`src/rtl/cal_pkg.sv`:
```
// cal_pkg: shared types and constants for the output calibration stage
//   cal_state_t : sequencer states
//   ch_t        : channel index
//   GAIN_UNITY  : Q2.14 unity gain
//   SEL_OFS_BIT : cal_sel bit choosing offset (1) vs gain (0)
package cal_pkg;
    typedef enum logic [1:0] {IDLE, MUL, ADD, COMMIT} cal_state_t;
    typedef logic [1:0] ch_t;
    localparam int CAL_DW = 16;
    localparam logic signed [CAL_DW-1:0] GAIN_UNITY = 16'sd16384;
    localparam int SEL_OFS_BIT = 2;
    localparam int SEL_CH_MSB = 1;
endpackage

```
`src/rtl/sat_clamp.sv`:
```
// sat_clamp: saturating narrowing of a signed value
//   in_i  [IN_W]  signed wide value
//   out_o [OUT_W] signed value clamped to [-2^(OUT_W-1), 2^(OUT_W-1)-1]
module sat_clamp #(
    parameter int IN_W  = 33,
    parameter int OUT_W = 16
) (
    input  logic signed [IN_W-1:0]  in_i,
    output logic signed [OUT_W-1:0] out_o
);
    logic [IN_W-OUT_W:0] hi;
    logic ovf;
    // fits only when every dropped bit equals the new sign bit
    assign hi = in_i[IN_W-1:OUT_W-1];
    assign ovf = ~((&hi) | ~(|hi));
    assign out_o = ovf ? (in_i[IN_W-1] ? {1'b1, {(OUT_W-1){1'b0}}} : {1'b0, {(OUT_W-1){1'b1}}})
                       : in_i[OUT_W-1:0];
endmodule

```
`src/rtl/cal_out_scaler.sv`:
```
// cal_out_scaler: per-channel gain/offset calibration of four samples using one shared multiplier
//   clk, rst (async active-low), sample_clk (frame strobe level)
//   sample_in0..3 : core samples, captured on the sample_clk rising edge
//   jack[7:4]     : patch detect, used only when CAL_MUTE_UNPATCHED_EN is defined
//   cal_we/cal_sel/cal_wdata : shadow coefficient write port, cal_sel = {is_offset, ch}
//   sample_out0..3, out_valid : calibrated samples and their one-cycle update pulse
//   busy, overrun : frame in progress, sticky lost-frame flag
// Optional: CAL_MUTE_UNPATCHED_EN zeroes each output whose jack bit is low at commit.
module cal_out_scaler
    import cal_pkg::*;
#(
    parameter int W         = 16,
    parameter int GAIN_W    = 16,
    parameter int GAIN_FRAC = 14
) (
    input  logic                clk,
    input  logic                rst,
    input  logic                sample_clk,
    input  logic signed [W-1:0] sample_in0,
    input  logic signed [W-1:0] sample_in1,
    input  logic signed [W-1:0] sample_in2,
    input  logic signed [W-1:0] sample_in3,
    input  logic [7:0]          jack,
    input  logic                cal_we,
    input  logic [2:0]          cal_sel,
    input  logic signed [15:0]  cal_wdata,
    output logic signed [W-1:0] sample_out0,
    output logic signed [W-1:0] sample_out1,
    output logic signed [W-1:0] sample_out2,
    output logic signed [W-1:0] sample_out3,
    output logic                out_valid,
    output logic                busy,
    output logic                overrun
);
    localparam int PW = W + GAIN_W;
    localparam int SW = PW + 1;
    cal_state_t state_q;
    ch_t ch_q;
    logic sample_clk_q, out_valid_q, busy_q, overrun_q;
    logic signed [W-1:0] snap_q [4];
    logic signed [W-1:0] res_q [4];
    logic signed [W-1:0] out_q [4];
    logic signed [GAIN_W-1:0] gain_act_q [4];
    logic signed [GAIN_W-1:0] gain_sh_q [4];
    logic signed [CAL_DW-1:0] off_act_q [4];
    logic signed [CAL_DW-1:0] off_sh_q [4];
    logic signed [PW-1:0] prod_q, prod_sh;
    logic signed [SW-1:0] sum;
    logic signed [W-1:0] sat;
    logic start, unused_jack;
    assign start = sample_clk & ~sample_clk_q;
    // arithmetic shift floors toward -inf
    assign prod_sh = prod_q >>> GAIN_FRAC;
    assign sum = SW'(prod_sh) + SW'(off_act_q[ch_q]);
    assign unused_jack = ^jack;
    sat_clamp #(.IN_W(SW), .OUT_W(W)) u_sat (.in_i(sum), .out_o(sat));
    always_ff @(posedge clk or negedge rst) begin
        if (!rst) begin
            state_q <= IDLE;
            ch_q <= '0;
            sample_clk_q <= 1'b0;
            out_valid_q <= 1'b0;
            busy_q <= 1'b0;
            overrun_q <= 1'b0;
            prod_q <= '0;
            for (int i = 0; i < 4; i++) begin
                snap_q[i] <= '0;
                res_q[i] <= '0;
                out_q[i] <= '0;
                gain_act_q[i] <= GAIN_W'(GAIN_UNITY);
                gain_sh_q[i] <= GAIN_W'(GAIN_UNITY);
                off_act_q[i] <= '0;
                off_sh_q[i] <= '0;
            end
        end else begin
            sample_clk_q <= sample_clk;
            out_valid_q <= 1'b0;
            if (cal_we && cal_sel[SEL_OFS_BIT]) off_sh_q[cal_sel[SEL_CH_MSB:0]] <= cal_wdata;
            if (cal_we && !cal_sel[SEL_OFS_BIT]) gain_sh_q[cal_sel[SEL_CH_MSB:0]] <= GAIN_W'(cal_wdata);
            if (start && state_q != IDLE) overrun_q <= 1'b1;
            case (state_q)
                IDLE: if (start) begin
                    // active copy reads pre-write shadow values, so a coincident write waits a frame
                    snap_q <= '{sample_in0, sample_in1, sample_in2, sample_in3};
                    gain_act_q <= gain_sh_q;
                    off_act_q <= off_sh_q;
                    ch_q <= '0;
                    busy_q <= 1'b1;
                    state_q <= MUL;
                end
                MUL: begin
                    prod_q <= PW'(snap_q[ch_q]) * PW'(gain_act_q[ch_q]);
                    state_q <= ADD;
                end
                ADD: begin
                    res_q[ch_q] <= sat;
                    ch_q <= ch_q + 2'd1;
                    state_q <= (ch_q == 2'd3) ? COMMIT : MUL;
                end
                COMMIT: begin
                    for (int i = 0; i < 4; i++)
`ifdef CAL_MUTE_UNPATCHED_EN
                        out_q[i] <= jack[4+i] ? res_q[i] : '0;
`else
                        out_q[i] <= res_q[i];
`endif
                    out_valid_q <= 1'b1;
                    busy_q <= 1'b0;
                    state_q <= IDLE;
                end
            endcase
        end
    end
    assign sample_out0 = out_q[0];
    assign sample_out1 = out_q[1];
    assign sample_out2 = out_q[2];
    assign sample_out3 = out_q[3];
    assign out_valid = out_valid_q;
    assign busy = busy_q;
    assign overrun = overrun_q;
endmodule

```
`config.mk`:
```
export PLATFORM = sky130hd
export DESIGN_NAME = cal_out_scaler
export DESIGN_NICKNAME = d
export VERILOG_FILES = /design/src/rtl/cal_pkg.sv /design/src/rtl/sat_clamp.sv /design/src/rtl/cal_out_scaler.sv
export SDC_FILE = /design/constraint.sdc
export NUM_CORES = 1
export LEC_CHECK = 0
export ABC_CLOCK_PERIOD_IN_PS = 13400
export CAP_MARGIN = 20
export CORE_MARGIN = 2
export CORE_UTILIZATION = 65
export DETAILED_ROUTE_END_ITERATION = 7
export PLACE_DENSITY = 0.92
export REMOVE_ABC_BUFFERS = 1
export SLEW_MARGIN = 40
export SYNTH_ARGS = -nofsm -noshare
export SYNTH_HDL_FRONTEND = slang
export SYNTH_SLANG_ARGS = --single-unit
export TNS_END_PERCENT = 30
```
`constraint.sdc`:
```
create_clock -name clk -period 13.4 [get_ports clk]
set_input_delay 3.35 -clock clk [delete_from_list [all_inputs] [get_ports clk]]
set_output_delay 3.35 -clock clk [all_outputs]
set_load 0.1 [all_outputs]
```
Yosys cells after proc, flatten, opt, wreduce, memory -nomap -nowiden

Index checks and enable logic that the tools add are counted.
W data, S select, Z words.

Multipliers: 1
Shift operators: 0
Muxes and demuxes: 26
Reductions and logical operators: 15
Bitwise logic cells: 6
Equality and inequality tests: 5
$add $sub $neg: 2
Divide/modulo/power cells: 0
Order comparisons: 4

Operators by type and width:

| operator              | number |
|---|---|
| $bwmux W64            | 3 |
| $mux W16              | 10 |
| $bmux W16 S2          | 3 |
| $demux W16 S2         | 2 |
| $mul A16 B16 Y32      | 1 |
| $add A18 B16 Y19      | 1 |
| $reduce_and A18 Y1    | 1 |
| $reduce_or A18 Y1     | 1 |
| $pmux W2 S4           | 1 |
| $eq A2 B2 Y1 const B  | 3 |
| $ge A3 B3 Y1 const B  | 2 |
| $lt A3 B1 Y1 const B  | 2 |
| $mux W2               | 3 |
| $not A2 Y3            | 2 |
| $reduce_and A2 Y1     | 3 |
| $reduce_bool A2 Y1    | 3 |
| $logic_and A1 B1 Y1   | 5 |
| $pmux W2 S2           | 1 |
| $add A2 B1 Y2 const B | 1 |
| $eq A2 B1 Y1 const B  | 1 |
| $logic_not A2 Y1      | 1 |
| $mux W1               | 2 |
| $ne A2 B2 Y1 const B  | 1 |
| $not A1 Y1            | 2 |
| 4 further kinds       | 4 |

Output and inout port bits: 67
Input port bits: 95
Logic and storage cells: 94
Register bits after elaboration: 488
Bits in latches: 0
RAM bits: 0
Bits in read-only memories: 0
Memories: 0

Logic depth before layout (Yosys ltp)

Gate-level depths: netlist (run 1).

Depth in word-level cells: 10
Depth in mapped cells: 30
Gate-level depth less buffers: 25

Modules after synthesis

A second synthesis (run 1) with hierarchy kept.

Cells, all modules: 2,414
Area, all modules: 29,597.1 µm²

Modules (own cells, without submodules):

| module         | times used | sequential area each (µm²) | area each (µm²) | cells each |
|---|---|---|---|---|
| cal_out_scaler | 1          | 11,871.4                   | 29,350.6        | 2,381 |
| sat_clamp      | 1          | 0.0                        | 246.5           | 33 |

Worst setup path before layout (run 1)

Ideal clock, no wire load.

Path kind: register to register
Start: register ch_q[0]
End: register prod_q[28]
Setup time: 0.069 ns
Setup slack: 5.869 ns
Path buffers: 4
Cell stages (with the launch flop): 27
Arrival: 7.462 ns
Clock period less this slack: 7.531 ns
Required time: 13.331 ns
Cell sequence: dfrtp_1 -> buf_6 -> buf_6 -> clkbuf_1 -> clkbuf_1 -> mux2_2 -> o21ai_1 -> nor2_1 -> fa_1 -> inv_1 -> fa_1 -> fa_1 -> inv_1 -> fa_1 -> fa_1 -> inv_1 -> fa_1 -> inv_1 -> ha_1 -> nand3_1 -> o221ai_1 -> o31ai_1 -> o32ai_1 -> or2_4 -> a221o_1 -> or4_1 -> nand3_1

Cells in the longest elaborated chain, start to end: 5
Elaborated cells on any way between the ends: 8
Classes of those cells: mul (1); mux (6); bitwise (1)

RTL lines:

| element                                      | line                 | text |
|---|---|---|
| from (decl)                                  | cal_out_scaler.sv:38 | `ch_t ch_q;` |
| from (signal assigned)                       | cal_out_scaler.sv:97 | `ch_q <= ch_q + 2'd1;` |
| $not A2 Y3 (not written as such) *           | cal_out_scaler.sv:92 | `prod_q <= PW'(snap_q[ch_q]) * PW'(gain_act_q[ch_q]);` |
| $bmux W16 S2                                 | cal_out_scaler.sv:92 |  |
| $mux W16 (not written as such) (2 in series) | cal_out_scaler.sv:92 |  |
| $mul A16 B16 Y32 *                           | cal_out_scaler.sv:92 |  |
| to (signal assigned)                         | cal_out_scaler.sv:92 |  |
| to (decl)                                    | cal_out_scaler.sv:47 | `logic signed [PW-1:0] prod_q, prod_sh;` |

Mark *: on every way between the ends. The rest lies on a longest branch, timed or not. The select of a mux whose other input is x is not followed.
A chain may end at the register's enable or synchronous reset.

Final worst setup path (run 1)

Start: register ch_q[0]
End: register prod_q[31]

The elaborated chain is that of the path after synthesis.

==> metrics.cfg, run 1 <==
[sta]
finalHoldViolCount = 0
fmax_ghz = 0.119
period_minus_slack_ns = 8.40
finalCritPeriodShare = 0.627
tightest_slew_ns = 0.845
setup_viol = 0
relSlewSlack = 0.433
holdWs_ns = 0.480
drv_slew = 0
finClkSkew_ns = 0.0266
rsz0062_at_grt = false

[final_layout]
layout-area-overhead-vs-synth_pct = 12.3
antenna_cells = 0
layout.cells.non_filler = 3230
finish.utilization = 0.743
drive_above_1_share = 0.246
nets = 3062

[setup_path]
reg2reg_to = prod_q[31]$_DFFE_PN0N_
end_kind = flop
worstPathRequired_ns = 13.91
cp_max_fo = 44
r2r_slack_ns = 5.00
r2r_cells = 23
cp_common_cell = fa_1
arrival_ns = 8.91
critical-path-max-stage-delay_ns = 0.68
cp_cell_sequence = buf_4 > mux2_2 > o21ai_1 > nor2_1 > fa_1 > inv_1 > fa_1 > fa_1 > fa_1 > inv_1 > fa_1 > inv_1 > fa_1 > inv_1 > ha_1 > nand3_1 > o221ai_1 > o31ai_1 > o32ai_1 > o31ai_1 > a211oi_1 > xnor2_1 > o21ai_0
startpoint_type = flop
crit-reg2reg-launch = ch_q[0]$_DFFE_PN0P_
slowest_stage = o31ai_1
critPathKind = reg2reg

[floorplanning]
start_util = 0.662
core_area_sq_mm = 0.0445
die_h_microns = 217
fp.dieW_microns = 217
num_rows = 77
die-area_sq_mm = 0.0470
ios = 162

[clocking]
cts_made_buffers = 48
cts_tree = yes
cts_resized = 0
clk_pin_slew_ns = 0.06
root_buffer = clkbuf_16
post-cts-setup-buffers = 0
ctsHoldBuffers = 0
cts_max_level = 2
cts_sinks = 474
clock_latency_ns = 0.61
cts.path.max_buffers = 3

[synth]
ys_ff_latch = 474
synthArstFlopShare = 1.00
yosysSeqAreaShare = 0.403
avgSynthCellArea_sq_um = 11.9
synth-edff-count = 0
yosysUniqueCellTypes = 58
synth_warnings = 0
synth_area_sq_mm = 0.0294
synth_ff_type = dfrtp_1
syn_inst = 2474

[detailed_routing]
vias_per_cell = 6.23
routed_wl_microns = 72800
postRouteAntennaNets = 0
drc = 0
num_vias = 20100
drt_iter0_drc = 1814
drt_pass1_iterations = 8
wl_per_cell_microns = 22.5

[hold_path]
holdPathStages = 2
min_path_type = reg2reg
min_to = res_q[2]$_DFFE_PN0P_
hp-start = res_q[2]$_DFFE_PN0P_

[global_route]
track_usage = 0.316
grt_pass1_vias = 22100
grt_antenna_before_repair = 0
grt-ovfl-total = 0
grt_max_degree = 112
grt_pass1_wl_microns = 115000

[flow_run]
drv_cap = 0

[run_status]
status = completed

[placement]
placed_cells = 3146
place.gp.congestion = 0.927
io_buffers = 153
hpwl_microns = 51300

## layer usage
metal / GRT usage / part of all wire
met5: 0 / 0
met4: 0.155 / 0.051
met3: 0.0597 / 0.076
met2: 0.535 / 0.51
met1: 0.393 / 0.37
## area by class of cell
class | instances | area [sq um]
clock buffer | 69 | 1410
clock inverter | 15 | 223
fill | 2625 | 11400
inverter | 317 | 1190
multi-input combinational | 1571 | 16000
sequential | 474 | 11900
tap | 592 | 741
timing repair buffer | 192 | 1610
## placed cells by master, fill, tap and decap left out, types with 13 or more instances in the layout
master           count
mux2i_1             24
clkbuf_16           49
and2_1              24
mux2_2             407
inv_1              317
xnor2_1             27
fa_1               262
nor2_1             165
o21a_1              18
o21ai_0             44
a221oi_1            37
nand3_1             14
a21oi_1             31
o21ai_1             13
ha_1               101
o31ai_1             23
buf_4               31
clkdlybuf4s50_1     85
nand2_1            202
mux4_2              29
dfrtp_1            464
buf_2               67
nor2b_1             14
## worst max-delay path: cells and delay by family, from the launching register on
kind | cells | cell delay [ns]
buffers and inverters | 5 | 0.84
AO/OA/AOI/OAI | 7 | 2.78
XOR/XNOR | 1 | 0.17
multiplexers | 1 | 0.43
AND/OR/NAND/NOR | 2 | 0.24
adder cells (fa/ha/maj) | 7 | 3.18
flip-flops | 1 | 0.56
## flip-flops by register name, summed over array words and instances, names as in the netlist, 16 cells and up
register,flops
snap_q,64
res_q,64
off_act_q,64
sample_out0,16
gain_act_q,64
sample_out2,16
gain_sh_q,64
sample_out3,16
prod_q,18
sample_out1,16
off_sh_q,64
## per-stage QoR
stage	TNS (ns)	setup WS (ns)	area, sq um
5_1_grt	0	4.54	33100
6_report	0	5.00	33100
2_1_floorplan	-882.32	-4.59	29000
3_3_place_gp	0	5.20	31600
4_1_cts	0	4.98	33100
3_5_place_dp	0	5.09	31400
## synth_stat cells, drive strengths merged, types with 11 or more instances
cell	instances	area [sq um]
nor2	166	623
dfrtp	466	11700
clkbuf	102	383
ha	101	1260
nand2b	11	68.8
a31oi	14	87.6
nand3	14	70.1
and2	24	150
a21oi	31	155
mux2i	24	240
mux2	407	4580
a221oi	37	324
a21o	11	82.6
xnor2	27	236
o31ai	24	180
nand4	11	68.8
o21a	18	135
nor2b	14	87.6
o21ai	63	315
nand2	202	758
inv	317	1190
mux4	29	653
fa	262	5250
## logic make-up after synthesis
| logic type | Yosys count | synth area share |
|---|---|---|
| buffers and inverters | 429 | 0.0554 |
| DFF | 474 | 0.403 |
| AOI/OAI and AO/OA | 235 | 0.0538 |
| muxes | 460 | 0.186 |
| adders and majority gates | 363 | 0.221 |
| and+or+nand+nor | 476 | 0.0697 |
| xor gates and xnor gates | 37 | 0.0110 |
## worst max path at each step
| stage | from | to | slack, ns |
|---|---|---|---|
| floorplan | sample_clk | gain_act_q[14]$_DFFE_PN1P_ | -4.59 |
| global placement | ch_q[0]$_DFFE_PN0P_ | prod_q[28]$_DFFE_PN0N_ | 5.20 |
| detailed placement | ch_q[0]$_DFFE_PN0P_ | prod_q[28]$_DFFE_PN0N_ | 5.09 |
| CTS | ch_q[0]$_DFFE_PN0P_ | prod_q[30]$_DFFE_PN0N_ | 4.98 |
| global route | ch_q[0]$_DFFE_PN0P_ | prod_q[31]$_DFFE_PN0N_ | 4.54 |
| finish | ch_q[0]$_DFFE_PN0P_ | prod_q[31]$_DFFE_PN0N_ | 5.00 |
Power of run 1 is left out: the tool's default activity adds up to more than one toggle a clock period on the data nets, which glitch-free logic cannot reach.
==> run 2: changes to the inputs <==
ABC_CLOCK_PERIOD_IN_PS = 7200   (was 13400)
CORE_UTILIZATION = 55   (was 65)
PLACE_DENSITY = 0.83   (was 0.92)
clock period = 7.2 ns   (was 13.4 ns; I/O delays follow)
==> metrics.cfg, run 2 (same netlist as run 1, synthesis figures left out) <==
[global_route]
grt_antenna_before_repair = 4  ; was 0
grt_max_degree = 162  ; was 112
grt_pass1_vias = 21200  ; was 22100
grt_pass1_wl_microns = 114000  ; was 115000 microns
track_usage = 0.262  ; was 0.316
grt-ovfl-total = 0  ; unchanged

[detailed_routing]
drc = 0  ; unchanged
routed.top_layer = met5  ; was met4
wl_met1_microns = 28400  ; was 26700 microns
met2_length_microns = 36500  ; was 36900 microns
postRouteAntennaNets = 0  ; unchanged
drt_iter0_drc = 1310  ; was 1814
dr_wl_met3_microns = 4720  ; was 5520 microns
drt_pass1_iterations = 5  ; was 8
routed_wl_microns = 72200  ; was 72800 microns
wl_per_cell_microns = 21.0  ; was 22.5 microns
vias_per_cell = 5.72  ; was 6.23
num_vias = 19700  ; was 20100

[clocking]
clk_pin_slew_ns = 0.06  ; about the same
root_buffer = clkbuf_16  ; unchanged
cts_tree = yes  ; unchanged
cts_sinks = 474  ; unchanged
cts_max_level = 2  ; unchanged
cts_made_buffers = 50  ; was 48
cts.path.max_buffers = 3  ; unchanged
clock_latency_ns = 0.60  ; was 0.61 ns

[final_layout]
fin_area_sq_mm = 0.0346  ; was 0.0331 sq mm
nets = 3173  ; was 3062
layout-area-overhead-vs-synth_pct = 17.4  ; was 12.3%
drive_above_1_share = 0.294  ; was 0.246
most-common-layout-cells = 464 x dfrtp_1, 406 x mux2_2, 313 x inv_1  ; was 464 x dfrtp_1, 407 x mux2_2, 317 x inv_1
finish.utilization = 0.655  ; was 0.743
final_common_cell = dfrtp_1  ; unchanged
antenna_cells = 0  ; unchanged

[setup_path]
end_kind = flop  ; unchanged
endpoint = prod_q[28]$_DFFE_PN0N_  ; was prod_q[31]$_DFFE_PN0N_
worstPathRequired_ns = 7.72  ; was 13.91 ns
cp_max_fo = 8  ; was 44
crit-reg2reg-launch = ch_q[0]$_DFFE_PN0P_  ; unchanged
r2r_slack_ns = 0.18  ; was 5.00 ns
startpoint_type = flop  ; unchanged
r2r_cells = 24  ; was 23
reg2reg_to = prod_q[28]$_DFFE_PN0N_  ; was prod_q[31]$_DFFE_PN0N_
crit_path_start = ch_q[0]$_DFFE_PN0P_  ; unchanged
critPathKind = reg2reg  ; unchanged
arrival_ns = 7.53  ; was 8.91 ns

[sta]
setup_slack_ns = 0.185  ; was 5.00 ns
setup_viol = 0  ; unchanged
fmax_ghz = 0.143  ; was 0.119 GHz
tightest_slew_ns = 0.784  ; was 0.845 ns
finClkSkew_ns = 0.0262  ; was 0.0266 ns
finalCritPeriodShare = 0.974  ; was 0.627
relSlewSlack = 0.478  ; was 0.433
finalHoldViolCount = 0  ; unchanged
drv_slew = 0  ; unchanged
period_minus_slack_ns = 7.02  ; was 8.40 ns

[run_status]
status = completed  ; unchanged

[floorplanning]
core_area_sq_mm = 0.0528  ; was 0.0445 sq mm
ios = 162  ; unchanged
start_util = 0.558  ; was 0.662
die_h_microns = 235  ; was 217 microns
num_rows = 84  ; was 77
die-area_sq_mm = 0.0554  ; was 0.0470 sq mm
fp.dieW_microns = 235  ; was 217 microns

[placement]
preCtsSetupSlack_ns = -0.317  ; was 5.09 ns
place.gp.congestion = 0.939  ; was 0.927
placed_area_sq_mm = 0.0322  ; was 0.0314 sq mm
hpwl_microns = 52000  ; was 51300 microns
io_buffers = 153  ; unchanged

[hold_path]
min_path_type = reg2reg  ; unchanged

[flow_run]
drv_cap = 0  ; unchanged

run 2: changes by cell type in the layout (fill, tap and decap cells not counted), sizes merged:
cell,previous run,this run
clkinv,6,14
inv,319,320
clkinvlp,3,1
buf,107,216
bufinv,4,7
clkbuf,69,67
run 2: final cells by class:
type | count | area [sq um]
multi-input cells | 1571 | 16300
well taps | 688 | 861
flip-flops and latches | 474 | 11900
fillers | 3816 | 18200
clock inverters | 25 | 335
repair buffers | 301 | 2620
clock buffers | 67 | 1410
inverters | 317 | 1190
run 2: metrics by stage:
step	instances	setup TNS (ns)	hold slack, ns
5_1_grt	3443	-0.0825	0.498
6_report	3443	0	0.472
2_1_floorplan	2362	-1812.79	0.443
3_3_place_gp	3324	-0.588	0.459
4_1_cts	3429	0	0.474
3_5_place_dp	3327	-1.83	0.460
run 2: per-layer routing:
metal / up-vias / global-route usage
met2: 602 / 0.443
met3: 150 / 0.0552
li1: 8711 / -
met4: 8 / 0.0930
met1: 10200 / 0.337
met5: - / 0
run 2: critical path, cell delays in order (launching register included):
cell     delay, ns
dfrtp_4       0.59
buf_6         0.16
buf_16        0.12
mux2_2        0.39
o21ai_4       0.29
nor2_1        0.11
fa_1          0.52
inv_1         0.06
fa_1          0.55
fa_2          0.55
inv_1         0.05
fa_1          0.43
fa_1          0.52
inv_1         0.05
fa_1          0.47
inv_1         0.04
ha_1          0.32
a21oi_2       0.20
o21ai_2       0.10
a21oi_2       0.19
o32ai_4       0.12
or2_4         0.25
a221o_1       0.33
or4_1         0.40
nand3_1       0.09
run 2: repair_timing:
item | in CTS | in global routing
setup buffers | 9 | 14
pin swaps | 1 | 25
resized for setup | 16 | 68
setup endpoints to repair | 10 | 13
gates cloned | 1 | 0
hold buffers | 0 | 0
run 2: worst min path at each step:
| stage | start | endpoint | slack, ns | cells past startpoint |
|---|---|---|---|---|
| after CTS | res_q[57]$_DFFE_PN0P_ | res_q[57]$_DFFE_PN0P_ | 0.47 | 2 |
| after global placement | res_q[57]$_DFFE_PN0P_ | res_q[57]$_DFFE_PN0P_ | 0.46 | 2 |
| final | res_q[57]$_DFFE_PN0P_ | res_q[57]$_DFFE_PN0P_ | 0.47 | 2 |
| after detailed placement | res_q[57]$_DFFE_PN0P_ | res_q[57]$_DFFE_PN0P_ | 0.46 | 2 |
| after floorplan | res_q[23]$_DFFE_PN0P_ | res_q[23]$_DFFE_PN0P_ | 0.44 | 2 |
| after global routing | res_q[40]$_DFFE_PN0P_ | res_q[40]$_DFFE_PN0P_ | 0.50 | 2 |
Power of run 2 is left out for the same reason.
==> run 3: changes to the inputs <==
CAP_MARGIN = 10   (was 20)
==> results of run 3 <==
The final DEF is identical to that of run 2; final timing and power are the same.
Power of run 3 is left out for the same reason.
